--- config.mk ---
export PLATFORM = sky130hd
export DESIGN_NAME = aes_key_schedule_ctrl
export DESIGN_NICKNAME = d
export VERILOG_FILES = /design/src/rtl/aes_pkg.sv /design/src/rtl/aes_key_store.sv /design/src/rtl/aes_key_schedule_ctrl.sv
export SDC_FILE = /design/constraint.sdc
export NUM_CORES = 2
export LEC_CHECK = 0
export CORE_ASPECT_RATIO = 0.6
export CORE_MARGIN = 2
export CORE_UTILIZATION = 45
export CTS_CLUSTER_DIAMETER = 100
export DETAILED_ROUTE_END_ITERATION = 7
export PLACE_DENSITY = 0.73
export SYNTH_ARGS = -nofsm -noshare
export SYNTH_HDL_FRONTEND = slang
export SYNTH_SLANG_ARGS = --single-unit
--- constraint.sdc ---
create_clock -name clk -period 2.6 [get_ports clk]
set_input_delay 0.65 -clock clk [delete_from_list [all_inputs] [get_ports clk]]
set_output_delay 0.65 -clock clk [all_outputs]
set_load 0.01 [all_outputs]
--- src/rtl/aes_pkg.sv ---
// Shared constants, FSM encoding and RCON lookup for the AES-128 key schedule controller.
package aes_pkg;

  localparam int KEY_L = 128;
  localparam int WORD  = 32;
  localparam int NR    = 10;
  localparam int IDX_W = 4;

  typedef enum logic [2:0] {
    S_IDLE   = 3'd0,
    S_ISSUE  = 3'd1,
    S_WAIT   = 3'd2,
    S_FINISH = 3'd3,
    S_ERROR  = 3'd4
  } state_t;

  // RCON word for round r: the round constant byte in the top byte, zeros below.
  function automatic logic [WORD-1:0] rcon_word(input logic [IDX_W-1:0] r);
    logic [7:0] b;
    case (r)
      4'd1:    b = 8'h01;
      4'd2:    b = 8'h02;
      4'd3:    b = 8'h04;
      4'd4:    b = 8'h08;
      4'd5:    b = 8'h10;
      4'd6:    b = 8'h20;
      4'd7:    b = 8'h40;
      4'd8:    b = 8'h80;
      4'd9:    b = 8'h1b;
      4'd10:   b = 8'h36;
      default: b = 8'h00;
    endcase
    return {b, 24'h0};
  endfunction

endpackage

--- src/rtl/aes_key_store.sv ---
// NR+1 entry round-key store: one write port, one registered read port gated by en.
module aes_key_store
  import aes_pkg::*;
(
  input  logic             clk,
  input  logic             reset,
  input  logic             we_i,
  input  logic [IDX_W-1:0] wr_addr_i,
  input  logic [KEY_L-1:0] wr_data_i,
  input  logic             rd_en_i,
  input  logic [IDX_W-1:0] rd_addr_i,
  output logic [KEY_L-1:0] rd_key_o,
  output logic             rd_valid_o
);

  logic [KEY_L-1:0] mem_q [NR+1];
  logic [KEY_L-1:0] rd_key_q;
  logic             rd_valid_q;
  logic             rd_hit_d;

  assign rd_hit_d = rd_en_i && (rd_addr_i <= IDX_W'(NR));

  always_ff @(posedge clk or negedge reset) begin
    if (!reset) begin
      for (int i = 0; i <= NR; i++) mem_q[i] <= '0;
      rd_key_q   <= '0;
      rd_valid_q <= 1'b0;
    end else begin
      if (we_i && (wr_addr_i <= IDX_W'(NR))) mem_q[wr_addr_i] <= wr_data_i;
      rd_valid_q <= rd_hit_d;
      rd_key_q   <= rd_hit_d ? mem_q[rd_addr_i] : '0;
    end
  end

  assign rd_key_o   = rd_key_q;
  assign rd_valid_o = rd_valid_q;

endmodule

--- src/rtl/aes_key_schedule_ctrl.sv ---
// Drives the external round-key unit through NR rounds and keeps every round key
// in a store readable by round index with one cycle of latency.
//
//   state  | meaning
//   IDLE   | waiting for start; keys_ready reflects the last completed run
//   ISSUE  | one-cycle strobe of kg_key/kg_rcon to the key unit
//   WAIT   | waiting for kg_valid_out, bounded by MAX_WAIT
//   FINISH | one-cycle done pulse, keys become ready
//   ERROR  | key unit timed out; left only by start
module aes_key_schedule_ctrl
  import aes_pkg::*;
#(
  parameter int MAX_WAIT = 15
) (
  input  logic             clk,
  input  logic             reset,
  input  logic             start,
  input  logic [KEY_L-1:0] key_in,
  output logic             busy,
  output logic             done,
  output logic             keys_ready,
  output logic             err,
  output logic             kg_valid_in,
  output logic [KEY_L-1:0] kg_key,
  output logic [WORD-1:0]  kg_rcon,
  input  logic [KEY_L-1:0] kg_round_key,
  input  logic             kg_valid_out,
  input  logic [IDX_W-1:0] rd_addr,
  output logic [KEY_L-1:0] rd_key,
  output logic             rd_valid
);

  localparam int WCNT_W = $clog2(MAX_WAIT + 1);

  state_t            state_q;
  logic [IDX_W-1:0]  round_q;
  logic [WCNT_W-1:0] wcnt_q;
  logic              busy_q, done_q, keys_ready_q, err_q, kg_valid_in_q;
  logic [KEY_L-1:0]  kg_key_q;
  logic [WORD-1:0]   kg_rcon_q;

  logic              start_ok_d, wr_res_d;
  logic              st_we_d;
  logic [IDX_W-1:0]  st_addr_d;
  logic [KEY_L-1:0]  st_data_d;

  assign start_ok_d = start && ((state_q == S_IDLE) || (state_q == S_ERROR));
  assign wr_res_d   = kg_valid_out && (state_q == S_WAIT);

  always_comb begin
    st_we_d   = 1'b0;
    st_addr_d = '0;
    st_data_d = key_in;
    if (start_ok_d) begin
      st_we_d = 1'b1;
    end else if (wr_res_d) begin
      st_we_d   = 1'b1;
      st_addr_d = round_q;
      st_data_d = kg_round_key;
    end
  end

  // kg_key/kg_rcon are loaded on the edge that enters ISSUE, so the result just
  // written to store[round] is forwarded directly instead of read back.
  always_ff @(posedge clk or negedge reset) begin
    if (!reset) begin
      state_q       <= S_IDLE;
      round_q       <= '0;
      wcnt_q        <= '0;
      busy_q        <= 1'b0;
      done_q        <= 1'b0;
      keys_ready_q  <= 1'b0;
      err_q         <= 1'b0;
      kg_valid_in_q <= 1'b0;
      kg_key_q      <= '0;
      kg_rcon_q     <= '0;
    end else begin
      kg_valid_in_q <= 1'b0;
      done_q        <= 1'b0;
      case (state_q)
        S_IDLE, S_ERROR: begin
          if (start) begin
            round_q       <= IDX_W'(1);
            keys_ready_q  <= 1'b0;
            err_q         <= 1'b0;
            busy_q        <= 1'b1;
            kg_key_q      <= key_in;
            kg_rcon_q     <= rcon_word(IDX_W'(1));
            kg_valid_in_q <= 1'b1;
            state_q       <= S_ISSUE;
          end
        end
        S_ISSUE: begin
          wcnt_q  <= '0;
          state_q <= S_WAIT;
        end
        S_WAIT: begin
          if (kg_valid_out) begin
            if (round_q == IDX_W'(NR)) begin
              busy_q  <= 1'b0;
              done_q  <= 1'b1;
              state_q <= S_FINISH;
            end else begin
              round_q       <= round_q + IDX_W'(1);
              kg_key_q      <= kg_round_key;
              kg_rcon_q     <= rcon_word(round_q + IDX_W'(1));
              kg_valid_in_q <= 1'b1;
              state_q       <= S_ISSUE;
            end
          end else if (wcnt_q == WCNT_W'(MAX_WAIT - 1)) begin
            busy_q  <= 1'b0;
            err_q   <= 1'b1;
            state_q <= S_ERROR;
          end else begin
            wcnt_q <= wcnt_q + WCNT_W'(1);
          end
        end
        S_FINISH: begin
          keys_ready_q <= 1'b1;
          state_q      <= S_IDLE;
        end
        default: state_q <= S_IDLE;
      endcase
    end
  end

  aes_key_store u_store (
    .clk        (clk),
    .reset      (reset),
    .we_i       (st_we_d),
    .wr_addr_i  (st_addr_d),
    .wr_data_i  (st_data_d),
    .rd_en_i    (keys_ready_q),
    .rd_addr_i  (rd_addr),
    .rd_key_o   (rd_key),
    .rd_valid_o (rd_valid)
  );

  assign busy        = busy_q;
  assign done        = done_q;
  assign keys_ready  = keys_ready_q;
  assign err         = err_q;
  assign kg_valid_in = kg_valid_in_q;
  assign kg_key      = kg_key_q;
  assign kg_rcon     = kg_rcon_q;

endmodule
==> reports/qor.csv <==
metric;value;unit
rr_startpoint;state_q[2];
start_util;45.5;%
clock_path_buffers;3;
cp-start-kind;register;
via_count;56200;
cp_max_fo;26;
dp_hpwl;144000;um
syn_to_final_growth;21.6;%
num_rows;114;
wl_met3;17900;um
antenna_found_initial;7;
outcome;completed;
regToRegEndpoint;u_store.mem_q[75];
maxSlewHeadroom;47.0;%
synth_top_area_cell;dfrtp_1;
crit_type;reg2reg;
async_reset_ff_share;100;%
n_fill_cell;13200;
ios;558;
synth.top_cell.area_share;57.4;%
grt_pass1_wl;336000;um
wl_per_cell;21.8;um
die_w;526;um
grt_overflow;0;
rsz0062_at_grt;false;
cts_buffers;158;
first_global_vias;56600;
syn-cell-area;73700;um^2
drtAntennaViolNets;0;
first_pass_iters;6;
setup_slack;44.5;ps
reg2reg_setup_slack;40;ps
timing.fmax;391;MHz
wirelength;214000;um
die-area;167000;um^2
p_leak;40.6;nW
ys_ff_latch;1689;
synthFlopType;dfrtp_1;
end_kind;register;
required;3250;ps
finalSetupViolCount;0;
fin_setup_tns;0;ps
clock_skew;33.9;ps
portBuffers;533;
cts-root-buf;clkbuf_16;
cts_tree;built;
worst_slew_pin_slew;796;ps
post-route-drc-count;0;
first_iter_violations;5785;
finalMaxSlewViolations;0;
synth-seq-area-share;57.4;%
ys_top_cells_by_area;dfrtp_1 (57%), mux4_2 (7.8%), nand2_1 (6.6%);
arrival;3200;ps
hold_violations;0;
ys_warn_count;0;
whs;395;ps
die_h;317;um
insertion_delay;810;ps
grt_util_all_layers;25.5;%
clk_pin_slew;70;ps
synth_edf_count;0;
min_period_over_period;98.3;%
wl_met2;95300;um
power_density;994;nW/um^2
viasPerCell;5.73;
drt-met1-wl;97100;um
final_nets;7805;
total_power;0.0890;W
h-tree-depth;4;
place_congestion;0.862;
reg2regPathDepth;7;
fin_crit;2560;ps
ir_worst_vdd;622;uV
hold_class;in2async;
synth_cell_type_count;57;
cap_violations;0;
dp_worst_setup_slack;-780;ps
maxUsedRoutingLayer;met5;
grt_max_degree;131;
final_util;55.3;%
clock-sinks;1689;
drive_gt1_share;15.9;%
core;162000;um^2
synth_cells;6992;
synth_area_per_cell;10.5;um^2
==> worst max-delay path by stage <==
stage,startpoint,endpoint,slack (ps),cells past startpoint
after floorplan,rd_addr[1],u_store.rd_key_o[10],260,5
after global placement,kg_valid_out,u_store.mem_q[75],-740,8
after detailed placement,kg_valid_out,u_store.mem_q[75],-780,8
after CTS,keys_ready,keys_ready,40,1
after global routing,state_q[0],u_store.mem_q[204],20,7
final,state_q[2],u_store.mem_q[75],40,7
==> placed cells by master (no fill, tap or decap), drive strengths merged, types with 8 or more instances in the layout <==
cell and instances:
buf 530, mux4 256, o211ai 131, bufinv 13, nor2 775, clkinv 29
ha 8, clkbuf 231, o221ai 127, nand2 1296, conb 24, mux2i 258
inv 142, clkdlybuf4s50 529, o21ai 772, dfrtp 1689, a31oi 130, a21oi 647
==> report_power, final <==
| part | internal, W | total, W | leakage [nW] | switching [W] |
|---|---|---|---|---|
| combinational | 0.0118 | 0.0255 | 16.7 | 0.0137 |
| clock | 0.0137 | 0.0243 | 2.65 | 0.0106 |
| sequential | 0.0345 | 0.0392 | 21.3 | 0.00470 |
| total | 0.0601 | 0.0890 | 40.6 | 0.0290 |
==> per-layer routing <==
metal | GRT usage, % | vias to the layer above
li1 | - | 25100
met1 | 38.5 | 28500
met2 | 37.6 | 2308
met3 | 5.56 | 298
met4 | 6.23 | 4
met5 | 0 | -
==> cells by family after synthesis <==
kind of cell             count (synthesis)  synth area share (%)
adder cells (fa/ha/maj)                  8                 0.136
XOR/XNOR                                 3                0.0357
other                                    1               0.00509
flip-flops                            1689                  57.4
multiplexers                           514                  11.3
buffers and inverters                  835                  5.53
AND/OR/NAND/NOR                       2119                  11.1
AO/OA/AOI/OAI                         1823                  14.6
==> sequential cells by signal (all words and copies together), names as in the netlist <==
signal,count
state_q,3
keys_ready,1
kg_valid_in,1
wcnt_q,4
err,1
u_store.rd_valid_o,1
u_store.mem_q,1408
u_store.rd_key_o,128
done,1
kg_key,128
round_q,4
kg_rcon,8
busy,1
==> area by class of cell <==
type / count / area (um^2) / share of cell area (%)
sequential: 1689 / 42300 / 47.2
multi-input combinational: 4491 / 27600 / 30.8
timing repair buffer: 1060 / 11100 / 12.4
clock buffer: 231 / 4600 / 5.13
antenna: 3 / 7.51 / 0.00838
tap: 2146 / 2690 / 3.00
clock inverter: 55 / 816 / 0.911
inverter: 133 / 507 / 0.566
==> worst max-delay path, cell delays in order, from the launching register on <==
cell	delay (ps)
dfrtp_1	470
nand4bb_4	200
buf_4	200
buf_12	230
buf_12	190
mux2i_2	580
buf_4	300
o21ai_0	110
==> synth_stat cells, drive strengths merged, types with 130 or more instances <==
cell type and n:
a21oi 647, a31oi 130, buf 334, clkbuf 368, dfrtp 1689, inv 132, mux2i 258, mux4 256
nand2 1296, nor2 775, o211ai 131, o21ai 772
==> per-stage QoR <==
step,cells,area [um^2]
6_report,9808,89600
5_1_grt,9807,89600
4_1_cts,9805,89600
3_5_place_dp,9518,84100
3_3_place_gp,9518,84100
2_1_floorplan,7015,73800
==> timing repair <==
action / in CTS / in global routing
hold buffers: 1 / 0
buffers inserted: 0 / 0
hold endpoints to repair: 22 / 0
resized for setup: 2 / 5
endpoints found under the setup margin: 22 / 31
(Power assumes the default switching activity.)
